--- src/rtl/msdap_pkg.sv ---
// Shared MSDAP definitions: accumulator opcodes, sequencer state encoding and default sizes.
package msdap_pkg;

  localparam int NRJ_DEF = 16;
  localparam int CAW_DEF = 9;
  localparam int XAW_DEF = 8;

  localparam logic [1:0] ACC_NOP   = 2'b00;
  localparam logic [1:0] ACC_ACC   = 2'b01;
  localparam logic [1:0] ACC_SHIFT = 2'b10;
  localparam logic [1:0] ACC_CLR   = 2'b11;

  typedef enum logic [2:0] {
    ST_IDLE,
    ST_CLR,
    ST_RJ_WAIT,
    ST_RJ_LOAD,
    ST_MAC,
    ST_SHIFT,
    ST_DONE
  } seq_state_t;

endpackage

--- src/rtl/msdap_tap_index.sv ---
// Turns a coefficient word into a sample-buffer address relative to the newest sample.
module msdap_tap_index
  import msdap_pkg::*;
#(
  parameter int XAW = XAW_DEF
) (
  input  logic [15:0]    xc,
  input  logic [8:0]     coeff_data,
  output logic           idx_neg,
  output logic [XAW-1:0] x_addr,
  output logic           x_neg
);

  logic [15:0] idx;
  logic        unused_mid;

  assign idx        = xc - {8'h00, coeff_data[7:0]};
  // bit 15 set means the tap reaches back before the first sample ever written
  assign idx_neg    = idx[15];
  assign x_addr     = idx[XAW-1:0];
  assign x_neg      = coeff_data[8];
  assign unused_mid = ^idx[14:XAW];

endmodule

--- src/rtl/msdap_conv_sequencer.sv ---
// Drives the shared u/y accumulator through all rj groups for L then R on each new sample pair.
module msdap_conv_sequencer
  import msdap_pkg::*;
#(
  parameter int NRJ = NRJ_DEF,
  parameter int CAW = CAW_DEF,
  parameter int XAW = XAW_DEF
) (
  input  logic                    Sclk,
  input  logic                    Reset_n,
  input  logic                    sample_vld,
  input  logic [15:0]             x_count,
  input  logic                    flush,
  output logic [$clog2(NRJ)-1:0]  rj_addr,
  input  logic [15:0]             rj_data,
  output logic [CAW-1:0]          coeff_addr,
  input  logic [15:0]             coeff_data,
  output logic                    ch_sel,
  output logic [1:0]              acc_op,
  output logic [XAW-1:0]          x_addr,
  output logic                    x_neg,
  output logic                    out_vld_l,
  output logic                    out_vld_r,
  output logic                    busy,
  output logic                    overrun,
  output logic                    cfg_err
);

  localparam int JW = $clog2(NRJ);
  localparam logic [JW-1:0] J_LAST = JW'(NRJ - 1);

  seq_state_t     state;
  logic [15:0]    xc;
  logic [JW-1:0]  j;
  logic [15:0]    k;
  logic [15:0]    kmax;
  logic [CAW-1:0] cp;

  logic           idx_neg;
  logic [XAW-1:0] tap_addr;
  logic           tap_neg;
  logic           unused_coeff;

  assign unused_coeff = ^coeff_data[15:9];

  msdap_tap_index #(.XAW(XAW)) u_tap (
    .xc        (xc),
    .coeff_data(coeff_data[8:0]),
    .idx_neg   (idx_neg),
    .x_addr    (tap_addr),
    .x_neg     (tap_neg)
  );

  always_ff @(negedge Sclk or negedge Reset_n) begin
    if (!Reset_n) begin
      state      <= ST_IDLE;
      xc         <= '0;
      j          <= '0;
      k          <= '0;
      kmax       <= '0;
      cp         <= '0;
      rj_addr    <= '0;
      coeff_addr <= '0;
      ch_sel     <= 1'b0;
      acc_op     <= ACC_NOP;
      x_addr     <= '0;
      x_neg      <= 1'b0;
      out_vld_l  <= 1'b0;
      out_vld_r  <= 1'b0;
      busy       <= 1'b0;
      overrun    <= 1'b0;
      cfg_err    <= 1'b0;
    end else begin
      acc_op    <= ACC_NOP;
      x_addr    <= '0;
      x_neg     <= 1'b0;
      out_vld_l <= 1'b0;
      out_vld_r <= 1'b0;
      // busy stays up through the out_vld_r cycle, so a sample landing there is also refused
      if (sample_vld && (state != ST_IDLE || busy))
        overrun <= 1'b1;
      if (flush) begin
        state <= ST_IDLE;
        busy  <= 1'b0;
      end else begin
        case (state)
          ST_IDLE: begin
            if (sample_vld && !busy) begin
              xc     <= x_count;
              ch_sel <= 1'b0;
              busy   <= 1'b1;
              state  <= ST_CLR;
            end else begin
              busy <= 1'b0;
            end
          end
          ST_CLR: begin
            acc_op  <= ACC_CLR;
            cp      <= '0;
            j       <= '0;
            rj_addr <= '0;
            state   <= ST_RJ_WAIT;
          end
          ST_RJ_WAIT: state <= ST_RJ_LOAD;
          ST_RJ_LOAD: begin
            kmax       <= rj_data;
            coeff_addr <= cp;
            k          <= '0;
            state      <= (rj_data == 16'd0) ? ST_SHIFT : ST_MAC;
          end
          ST_MAC: begin
            if (!idx_neg) begin
              acc_op <= ACC_ACC;
              x_addr <= tap_addr;
              x_neg  <= tap_neg;
            end
            cp         <= cp + CAW'(1);
            coeff_addr <= cp + CAW'(1);
            if (cp == {CAW{1'b1}})
              cfg_err <= 1'b1;
            if (k == kmax - 16'd1)
              state <= ST_SHIFT;
            else
              k <= k + 16'd1;
          end
          ST_SHIFT: begin
            acc_op <= ACC_SHIFT;
            if (j == J_LAST) begin
              state <= ST_DONE;
            end else begin
              j       <= j + JW'(1);
              rj_addr <= j + JW'(1);
              state   <= ST_RJ_WAIT;
            end
          end
          ST_DONE: begin
            if (!ch_sel) begin
              out_vld_l <= 1'b1;
              ch_sel    <= 1'b1;
              state     <= ST_CLR;
            end else begin
              out_vld_r <= 1'b1;
              state     <= ST_IDLE;
            end
          end
          default: state <= ST_IDLE;
        endcase
      end
    end
  end

endmodule

--- config.mk ---
export PLATFORM = sky130hd
export DESIGN_NAME = msdap_conv_sequencer
export DESIGN_NICKNAME = d
export VERILOG_FILES = /design/src/rtl/msdap_pkg.sv /design/src/rtl/msdap_tap_index.sv /design/src/rtl/msdap_conv_sequencer.sv
export SDC_FILE = /design/constraint.sdc
export NUM_CORES = 1
export LEC_CHECK = 0
export CAP_MARGIN = 20
export CELL_PAD_IN_SITES_DETAIL_PLACEMENT = 0
export CELL_PAD_IN_SITES_GLOBAL_PLACEMENT = 1
export CORE_MARGIN = 3
export CORE_UTILIZATION = 42
export CTS_BUF_LIST = sky130_fd_sc_hd__clkbuf_4 sky130_fd_sc_hd__clkbuf_8
export DETAILED_ROUTE_END_ITERATION = 16
export HOLD_SLACK_MARGIN = 0.06
export PLACE_DENSITY = 0.92
export SLEW_MARGIN = 30
export SYNTH_ARGS = -nofsm -noshare
export SYNTH_HDL_FRONTEND = slang
export SYNTH_HIERARCHICAL = 1
export SYNTH_SLANG_ARGS = --single-unit
export TNS_END_PERCENT = 10
--- constraint.sdc ---
create_clock -name Sclk -period 3.6 [get_ports Sclk]
set_input_delay 0.72 -clock Sclk [delete_from_list [all_inputs] [get_ports Sclk]]
set_output_delay 0.72 -clock Sclk [all_outputs]
set_load 0.02 [all_outputs]
==> reports/summary.md <==
## Min path
* **endpoint of the worst hold-timing path** cfg_err
* **startpoint of the worst hold path** cfg_err
* **Min-Delay Path Class** flop to flop
* **number of stages on the worst hold path** 1

## Floorplanning
* **initial core utilization** 43.3%
* **floorplan die area** 13200 µm²
* **Die Width** 115 µm
* **core area** 11500 µm²
* **top-level port count** 82
* **number of placement rows** 39
* **floorplan die height** 115 µm

## Power
* **proportion of power drawn by the clock network** 21.1%
* **net switching fraction of the power** 35.4%
* **combinational share of power** 38.4%
* **Reg power frac** 40.5%
* **power density of the placed cells** 554 nW/µm²
* **LEAKAGE** 0.00304 µW
* **design internal power** 2360 µW
* **worst voltage drop across the vdd grid** 0.000540 V
* **Switching Power** 1290 µW

## Synthesis
* **number of storage elements in the synthesis netlist** 90
* **cell count after synthesis** 532
* **Netlist cell types** 60
* **Post-Syn Area** 4970 µm²
* **Mean Syn Cell Area** 9.34 µm²
* **Post-Synthesis Net Count** 599
* **count of flip-flops with a built-in enable after synthesis** 0
* **Yosys warning count** 6
* **Seq/Total Area, Yosys** 45.3%
* **prevailing post-synth register cell** dfrtn_1
* **proportion of register bits with asynchronous set or reset after synthesis** 100%

## STA
* **final setup violation count** 10
* **worst setup skew after layout** 7.56 ps
* **final total negative setup slack** -2830 ps
* **actual slew at the worst max-slew pin** 639 ps
* **final count of hold timing violations** 0
* **RSZ-0062 raised after global routing** true
* **number of max-slew violations in the final report** 0
* **Max-slew headroom** 57.3%
* **worst setup slack after layout** -304 ps

## Place
* **standard cell area after detailed placement** 6240 µm²
* **global placement routability congestion** 0.825
* **worst-case setup slack after placement** -1180 ps
* **HPWL Detailed** 8840 µm
* **Port Buffers** 74

## Flow run
* **maxcap violations** 0

## Critical path
* **critical register-to-register path startpoint** kmax[4]
* **category of the worst setup path launch point** input port
* **signal arrival time at the worst endpoint** 2320 ps
* **worst reg2reg endpoint** k[11]
* **number of cells on the worst reg-to-reg path** 8
* **biggest fanout along the worst timing path** 5
* **worst reg2reg setup slack** 420 ps
* **endpoint kind of the worst setup timing path** flop
* **required time of the critical path** 2010 ps
* **CP Class** input port to flop

## Cells and area
* **Post-layout nets** 720
* **final instance area** 6590 µm²
* **area used by sequential logic in the layout** 2250 µm²
* **synthesis-to-finish area growth** 32.7%
* **leading cell type in the layout, fill and taps excluded** dfrtn_1
* **proportion of layout cells with a drive suffix above 1** 28.6%
* **most used cells in the layout excluding fill and tap cells** 90 x dfrtn_1, 73 x nand2_1, 55 x buf_4, 38 x nor2_1
* **fillcell total** 1000
* **fin util** 57.5%
* **area used by multi-input combinational logic** 2730 µm²
* **Inserted Diodes** 0

## CTS
* **maximum buffer depth of the clock tree** 2
* **worst skew pair latency** 360 ps
* **hold buffer count at CTS** 0
* **H-tree level count** 3
* **clock tree from TritonCTS** built
* **clock buffers created by TritonCTS** 9
* **buffer type at the clock tree root** clkbuf_8
* **clock input transition at the sequential cells of the worst setup and hold paths** 60 ps
* **clock sinks** 90

## Global routing
* **vias in the first global route** 4571
* **initial antenna violation count** 0
* **GRT Resource Usage Total** 20.1%
* **first-pass GRT wire length** 21300 µm
* **largest net degree at the start of global routing** 57
* **Remaining Overflow, GRT** 0

## Route
* **post-route ant nets** 0
* **average via count per standard cell** 5.44
* **Total Routed Length** 12500 µm
* **vias post-DR** 4361
* **wire per inst** 15.7 µm
* **TritonRoute pass-1 iters** 4
* **initial detailed-routing violation count** 166
* **# DRC** 0

## Status
* **violated checks** negative setup slack
* **run status** complete, but fails checks

-- stage by stage --
| stage | hold WS, ps | total power [µW] | cells |
|---|---|---|---|
| global placement | 414 | 2720 | 776 |
| finish | 408 | 3650 | 801 |
| global route | 437 | 3910 | 801 |
| detailed placement | 421 | 2770 | 776 |
| floorplan | 417 | 2310 | 532 |
| CTS | 422 | 3610 | 800 |
-- worst max path at each step --
stage / from / end / depth (start not counted)
floorplan: coeff_data[4] / x_addr[6] / 8
global placement: coeff_data[4] / x_neg / 9
detailed placement: coeff_data[4] / x_addr[4] / 9
CTS: coeff_data[2] / x_addr[0] / 11
global route: coeff_data[4] / x_addr[1] / 10
finish: coeff_data[4] / x_addr[1] / 10
-- synthesized netlist by cell type, types with 4 or more instances --
cell	instances	area share (%)
dfrtn_1	90	45
nand2_1	74	5.6
nor2_1	40	3.0
a21oi_1	29	2.9
o21ai_0	27	2.7
inv_1	23	1.7
nand3_1	20	2.0
mux2_2	19	4.3
ha_1	14	3.5
clkbuf_1	13	0.98
nand2b_1	13	1.6
xnor2_1	13	2.3
or4_1	12	1.8
xor2_1	12	2.1
and2_1	11	1.4
nor4_1	10	1.3
o31ai_1	10	1.5
and3_1	9	1.1
nor3_1	8	0.81
nor2b_1	6	0.76
o211ai_1	6	0.91
or3_1	6	0.76
a31oi_1	5	0.63
nand4_1	4	0.50
or2_2	4	0.50
-- area by class of cell --
class | instances | area share, %
well taps | 143 | 2.71
multi-input cells | 398 | 41.4
flip-flops and latches | 90 | 34.2
inverters | 23 | 1.46
repair buffers | 131 | 17.0
clock buffers | 9 | 1.88
clock inverters | 7 | 1.42
-- critical path, stage by stage --
cell and delay, ps:
buf_8 80, inv_8 30, ha_4 240, a21o_1 170, or3b_4 410, a31oi_4 140, xor2_1 150, buf_4 170
nor2_4 50, and2_4 160
-- state kept, by name, summed over array words and instances, names as in the netlist, 2 cells and up --
register,count
coeff_addr,9
j,4
state,3
x_addr,8
k,16
acc_op,2
xc,16
cp,9
kmax,16
-- routing by layer --
metal	part of all wire (%)	global-route usage (%)	vias up
met3	5.1	5.95	19
li1	-	-	2101
met2	52	36.4	90
met1	41	23.1	2151
met4	1.8	5.71	0
met5	0	0	-
-- power groups by stage --
stage / Sequential [µW] / Combinational (µW) / Clock, µW
2_1_floorplan: 1460 / 845 / 0
3_3_place_gp: 1480 / 1230 / 0
3_5_place_dp: 1500 / 1270 / 0
4_1_cts: 1480 / 1340 / 790
5_1_grt: 1520 / 1560 / 829
6_report: 1480 / 1400 / 772
-- timing repair --
| action | in CTS | in global routing |
|---|---|---|
| pin swaps | 15 | 23 |
| setup buffers | 7 | 1 |
| setup endpoints to repair | 98 | 55 |
| resized for setup | 133 | 49 |
| cloned | 1 | 0 |
-- cell families after synthesis --
kind of cell             Yosys count  share of synthesized area [%]
AO/OA/AOI/OAI                     97                           12.1
XOR/XNOR                          25                           4.41
adder cells (fa/ha/maj)           15                           3.93
buffers and inverters             45                           4.13
flip-flops                        90                           45.3
multiplexers                      24                           5.52
AND/OR/NAND/NOR                  236                           24.6
No activity file was read; power rests on OpenSTA's default activity.
==> patch 1: new RTL, same settings <==
Re-encode `seq_state_t` (7 states) as one-hot, 7 bits wide.
--- a/src/rtl/msdap_pkg.sv
+++ b/src/rtl/msdap_pkg.sv
@@ -12,10 +12,10 @@
 
-  typedef enum logic [2:0] {
-    ST_IDLE,
-    ST_CLR,
-    ST_RJ_WAIT,
-    ST_RJ_LOAD,
-    ST_MAC,
-    ST_SHIFT,
-    ST_DONE
+  typedef enum logic [6:0] {
+    ST_IDLE    = 7'b0000001,
+    ST_CLR     = 7'b0000010,
+    ST_RJ_WAIT = 7'b0000100,
+    ST_RJ_LOAD = 7'b0001000,
+    ST_MAC     = 7'b0010000,
+    ST_SHIFT   = 7'b0100000,
+    ST_DONE    = 7'b1000000
   } seq_state_t;
Behaviour: no difference found for any inputs over 4 cycles, from zero or initial values and one cycle with Reset_n low; so few cycles prove little.
==> patch 1 against the unedited design <==
The flow still finishes with violations (negative setup slack). Global-route usage decreased by 0.56 points. Register-to-register slack worse by 0.09 ns. Highest routed layer unchanged. Area after synthesis up 3.4%. Critical path type unchanged. Total power decreased by 26%. Largest cell class unchanged. Setup slack lost 0.0042 ns. Wire length rose by 0.96%. Combinational power is 49% lower. Non-clock buffer count shrank 3. Sequential cell count rose by 4. Final area increased by 2.6%.
==> patch 1: results (changes against the unedited design) <==
| Metric | Value |
|---|---|
| Status | `finished with violations` |
| Failing checks | `negative setup slack` |
| P_leak | `0.00309 uW (+1.8%)` |
| Worst r2r src | `kmax[0]` |
| Mapped Nets | `616 (+2.8%)` |
| Crit path max-delay cell type | `or3b_4` |
| Clock buffer depth | `2 (unchanged)` |
| Detailed Route WL | `12.7 mm (+0.96%)` |
| WHS Path Cells | `1 (unchanged)` |
| Ys async rst share | `100% (unchanged)` |
| Synth top cells by count | `93 x dfrtn_1, 82 x nand2_1, 40 x o21ai_0` |
| Port Buffer Count | `74 (unchanged)` |
| Layout net count | `730 (+1.4%)` |
| Placed Area | `6440 sq um (+3.2%)` |
| Share of the synthesized area in the top cell type | `45.3% (about the same)` |
| Root Driver | `clkbuf_8` |
| Clk_lat worst skew | `0.41 ns (+0.05 ns)` |
| CTS H-tree depth | `3 (unchanged)` |
| Switching share of total power | `29.5% (-5.9 points)` |
| Top cells by area, synth | `dfrtn_1 45%, nand2_1 6.0%, mux2_2 3.9%` |
| First-pass GRT wire length | `21.0 mm (-1.3%)` |
| Pin count of the biggest net entering global routing | `37 (-35%)` |
| Biggest regs | `k (16), kmax (16), xc (16)` |
| Critical path's largest stage delay | `0.39 ns (-0.02 ns)` |
| Clock Pin Slew Worst Setup and Hold Paths | `0.06 ns (about the same)` |
| DRC marker count from the first detailed-route iteration | `192 (+16%)` |
| Final GP Congestion | `0.881 (+6.7%)` |
| Clock power frac | `27.5% (+6.4 points)` |
| Pre-antenna DRT Iters | `4 (unchanged)` |
| Vias in the first global route | `4,424 (-3.2%)` |
| Layout Skew | `0.0638 ns (+0.0562 ns)` |
| Initial antenna violation count | `0 (unchanged)` |
| Peak supply drop | `0.000283 V (-48%)` |
| Sequential power | `1250 uW (-16%)` |
| Vias per cell | `5.37 (-1.3%)` |
| Worst Setup SP | `coeff_data[2]` |
| Total track usage | `19.6% (-0.56 points)` |
| Number of gates resized after cts | `129 (-3.0%)` |
| Min-delay src | `cfg_err` |
| Share of cells above drive strength 1 | `25.9% (-2.7 points)` |
| P_sw | `802 uW (-38%)` |
| CP Max Fanout | `5 (unchanged)` |
| Post-CTS Setup Bufs | `2 (-5)` |
| CTS Buf Count | `9 (unchanged)` |
| FF-to-FF path depth | `10 (+2)` |
| HPWL Detailed | `9.14 mm (+3.3%)` |
| Sequential element share of the synthesized area | `45.8% (+0.50 points)` |
| Yosys warns | `6 (unchanged)` |
| Fin worst setup slack | `-0.308 ns (-0.00416 ns)` |
| # setup viols final | `10 (unchanged)` |
| Worst min-delay path class | `reg2reg` |
| Setup TNS Final | `-2.95 ns (-0.113 ns)` |
| Tightest Pin Transition | `0.696 ns (+0.0574 ns)` |
| Netlist cell types | `62 (+3.3%)` |
| Hold buffer count at CTS | `0 (unchanged)` |
-- patch 1: cell families after synthesis --
logic type               Yosys count  synth area share (%)
AO/OA/AOI/OAI                    106                  12.5
XOR/XNOR                          38                  6.63
adder cells (fa/ha/maj)           15                  3.80
buffers and inverters             47                  3.88
flip-flops                        94                  45.8
multiplexers                      22                  4.73
AND/OR/NAND/NOR                  227                  22.6
-- patch 1: path summary, 6_finish.rpt --
kind	end	slack, ns
worst max-delay path	x_addr[3]	-0.31
worst max register to register	k[11]	0.33
min in group asynchronous	x_addr[4]	1.91
max in group asynchronous	kmax[1]	1.13
worst min register to register	cfg_err	0.43
worst min-delay path	cfg_err	0.43
-- patch 1: area by class of cell --
cell class | instances | area, sq um
Tap cell | 143 | 179
Clock buffer | 10 | 138
Inverter | 20 | 85.1
Clock inverter | 7 | 70.1
Sequential cell | 94 | 2350
Fill cell | 983 | 4900
Multi-Input combinational cell | 409 | 2790
Timing Repair Buffer | 128 | 1150
-- patch 1: worst max-delay path: cells and delay by family --
| family | cells | cell delay, ns |
|---|---|---|
| AO/OA/AOI/OAI | 3 | 0.40 |
| AND/OR/NAND/NOR | 3 | 0.63 |
| adder cells (fa/ha/maj) | 1 | 0.19 |
| buffers and inverters | 2 | 0.15 |
| XOR/XNOR | 1 | 0.23 |
-- patch 1: per-layer routing --
layer	track usage [%]	up-vias	share of wire [%]
met2	34.5	84	52
li1	-	2148	-
met3	4.20	23	4.0
met1	23.3	2103	42
met4	7.72	0	2.3
met5	0	-	0
-- patch 1: per-stage QoR --
step           setup slack (ns)  std cells
6_report                 -0.308        811
5_1_grt                  -0.378        811
4_1_cts                  -0.353        808
3_5_place_dp              -1.22        789
3_3_place_gp              -1.13        789
2_1_floorplan            -0.451        549
==> patch 2: new RTL, same flow settings <==
Made on the original files. Set the package constant `CAW_DEF` to 18 (it was 9).
--- a/src/rtl/msdap_pkg.sv
+++ b/src/rtl/msdap_pkg.sv
@@ -4,3 +4,3 @@
   localparam int NRJ_DEF = 16;
-  localparam int CAW_DEF = 9;
+  localparam int CAW_DEF = 18;
   localparam int XAW_DEF = 8;
Interface: changed (resized coeff_addr); port bits go from 82 to 91. The function was not compared with the original's and may differ.
==> patch 2 against the unedited design <==
Area after synthesis rose by 20%. Sequential cell count grew 18. Wire length increased by 21%. The run still ends with negative setup slack left. Worst hold slack improved by 0.018 ns. Sequential power rose by 16%. Setup slack got worse by 0.068 ns. Register-to-register slack improved by 0.07 ns. Final area is 16% higher. Total power rose by 14%.
==> patch 2: results (changes against the unedited design) <==
| Metric | Value |
|---|---|
| Met2 GRT Util | `35.1% (-1.3 points)` |
| Hold endpoint | `coeff_addr[3]` |
| Worst min-delay path class | `reg2reg` |
| Netlist cell types | `68 (+13%)` |
| Synth Area in XOR/XNOR | `5.31% (+0.90 points)` |
| Post-Synth Adder-Cell Area | `3.08% (-0.85 points)` |
| Vias in the first global route | `5,515 (+21%)` |
| Met2 routed WL | `7.68 mm (+17%)` |
| Pre-antenna DRT Iters | `7 (+3)` |
| Met3 Use GR | `6.82% (+0.87 points)` |
| Mux share of post-synthesis cell area | `3.56% (-2.0 points)` |
| Placed instance count | `942 (+21%)` |
| Layout net count | `849 (+18%)` |
| Normalized max-slew margin | `52.0% (-5.3 points)` |
| Setup WS pre-CTS | `-1.21 ns (-0.0281 ns)` |
| Post-CTS Setup Bufs | `6 (-1)` |
| FF-to-FF path depth | `9 (+1)` |
| First-pass GRT wire length | `26.2 mm (+23%)` |
| DRC marker count from the first detailed-route iteration | `331 (+99%)` |
| WHS Path Cells | `2 (+1)` |
| Reg2reg end | `k[15]` |
| Synth Area in Compound Gates | `13.6% (+1.5 points)` |
| Critical path's largest stage delay | `0.36 ns (-0.05 ns)` |
| Share of cells above drive strength 1 | `25.8% (-2.8 points)` |
| Number of gates resized after cts | `187 (+41%)` |
| Layout Skew | `0.00669 ns (-0.000871 ns)` |
| Yosys warns | `6 (unchanged)` |
| Vias | `5,354 (+23%)` |
| Vias per cell | `5.55 (+2.0%)` |
| Top cells by area, synth | `dfrtn_1 46%, nand2_1 6.6%, o21ai_0 4.4%` |
| Met1 Track Usage GR | `23.5% (+0.41 points)` |
| Fin worst setup slack | `-0.373 ns (-0.0685 ns)` |
| Biggest regs | `coeff_addr (18), cp (18)` |
| P_leak | `0.00352 uW (+16%)` |
| Worst r2r src | `kmax[0]` |
| Failing checks | `negative setup slack` |
| Total track usage | `20.3% (+0.16 points)` |
| Placed Area | `7410 sq um (+19%)` |
| Min-delay src | `coeff_addr[3]` |
| Mapped Nets | `722 (+21%)` |
| Met3 wire len | `970 um (+52%)` |
| R2R Setup Slk | `0.49 ns (+0.07 ns)` |
| Sequential element share of the synthesized area | `45.5% (+0.16 points)` |
| HPWL Detailed | `10.9 mm (+23%)` |
| Pin count of the biggest net entering global routing | `43 (-25%)` |
| Worst Setup SP | `coeff_data[2]` |
| Final GP Congestion | `0.828 (+0.36%)` |
| # setup viols final | `26 (+16)` |
| Detailed Route WL | `15.1 mm (+21%)` |
| Setup TNS Final | `-5.31 ns (-2.47 ns)` |
| Status | `finished with violations` |
| WL met1 | `6.09 mm (+19%)` |
| Crit path max-delay cell type | `or3b_1` |
| Peak supply drop | `0.000340 V (-37%)` |
| Port Buffer Count | `83 (+12%)` |
| Synthesized area per cell | `9.05 sq um (-3.0%)` |
| Critical Path End | `x_addr[6]` |
| Arrival @ worst endpoint | `2.39 ns (+0.07 ns)` |
-- patch 2: cell types whose count changed after synthesis, moves of 8 or more --
cell      unedited run  this run
clkbuf_1            13        28
dfrtn_1             90       108
nand2_1             74       104
nand4_1              4        14
o21ai_0             27        52
or4_1               12         4
xnor2_1             13        21
-- patch 2: final cells by class --
| cell class | instances | area, sq um |
|---|---|---|
| inverters | 23 | 96.3 |
| clock inverters | 5 | 83.8 |
| multi-input cells | 489 | 3200 |
| well taps | 176 | 220 |
| repair buffers | 152 | 1210 |
| clock buffers | 11 | 151 |
| flip-flops and latches | 108 | 2700 |
| fillers | 1212 | 5890 |
-- patch 2: kinds of logic after synthesis --
kind of cell    count (synthesis)
compound gates                131
xor+xnor                       36
fa+ha+maj                      14
buf+inv                        60
flops                         108
mux                            19
simple gates                  288
-- patch 2: report_power, final --
part	internal, uW	total, uW	switching [uW]
sequential	1470	1720	251
combinational	771	1570	800
clock	431	864	433
total	2670	4150	1480
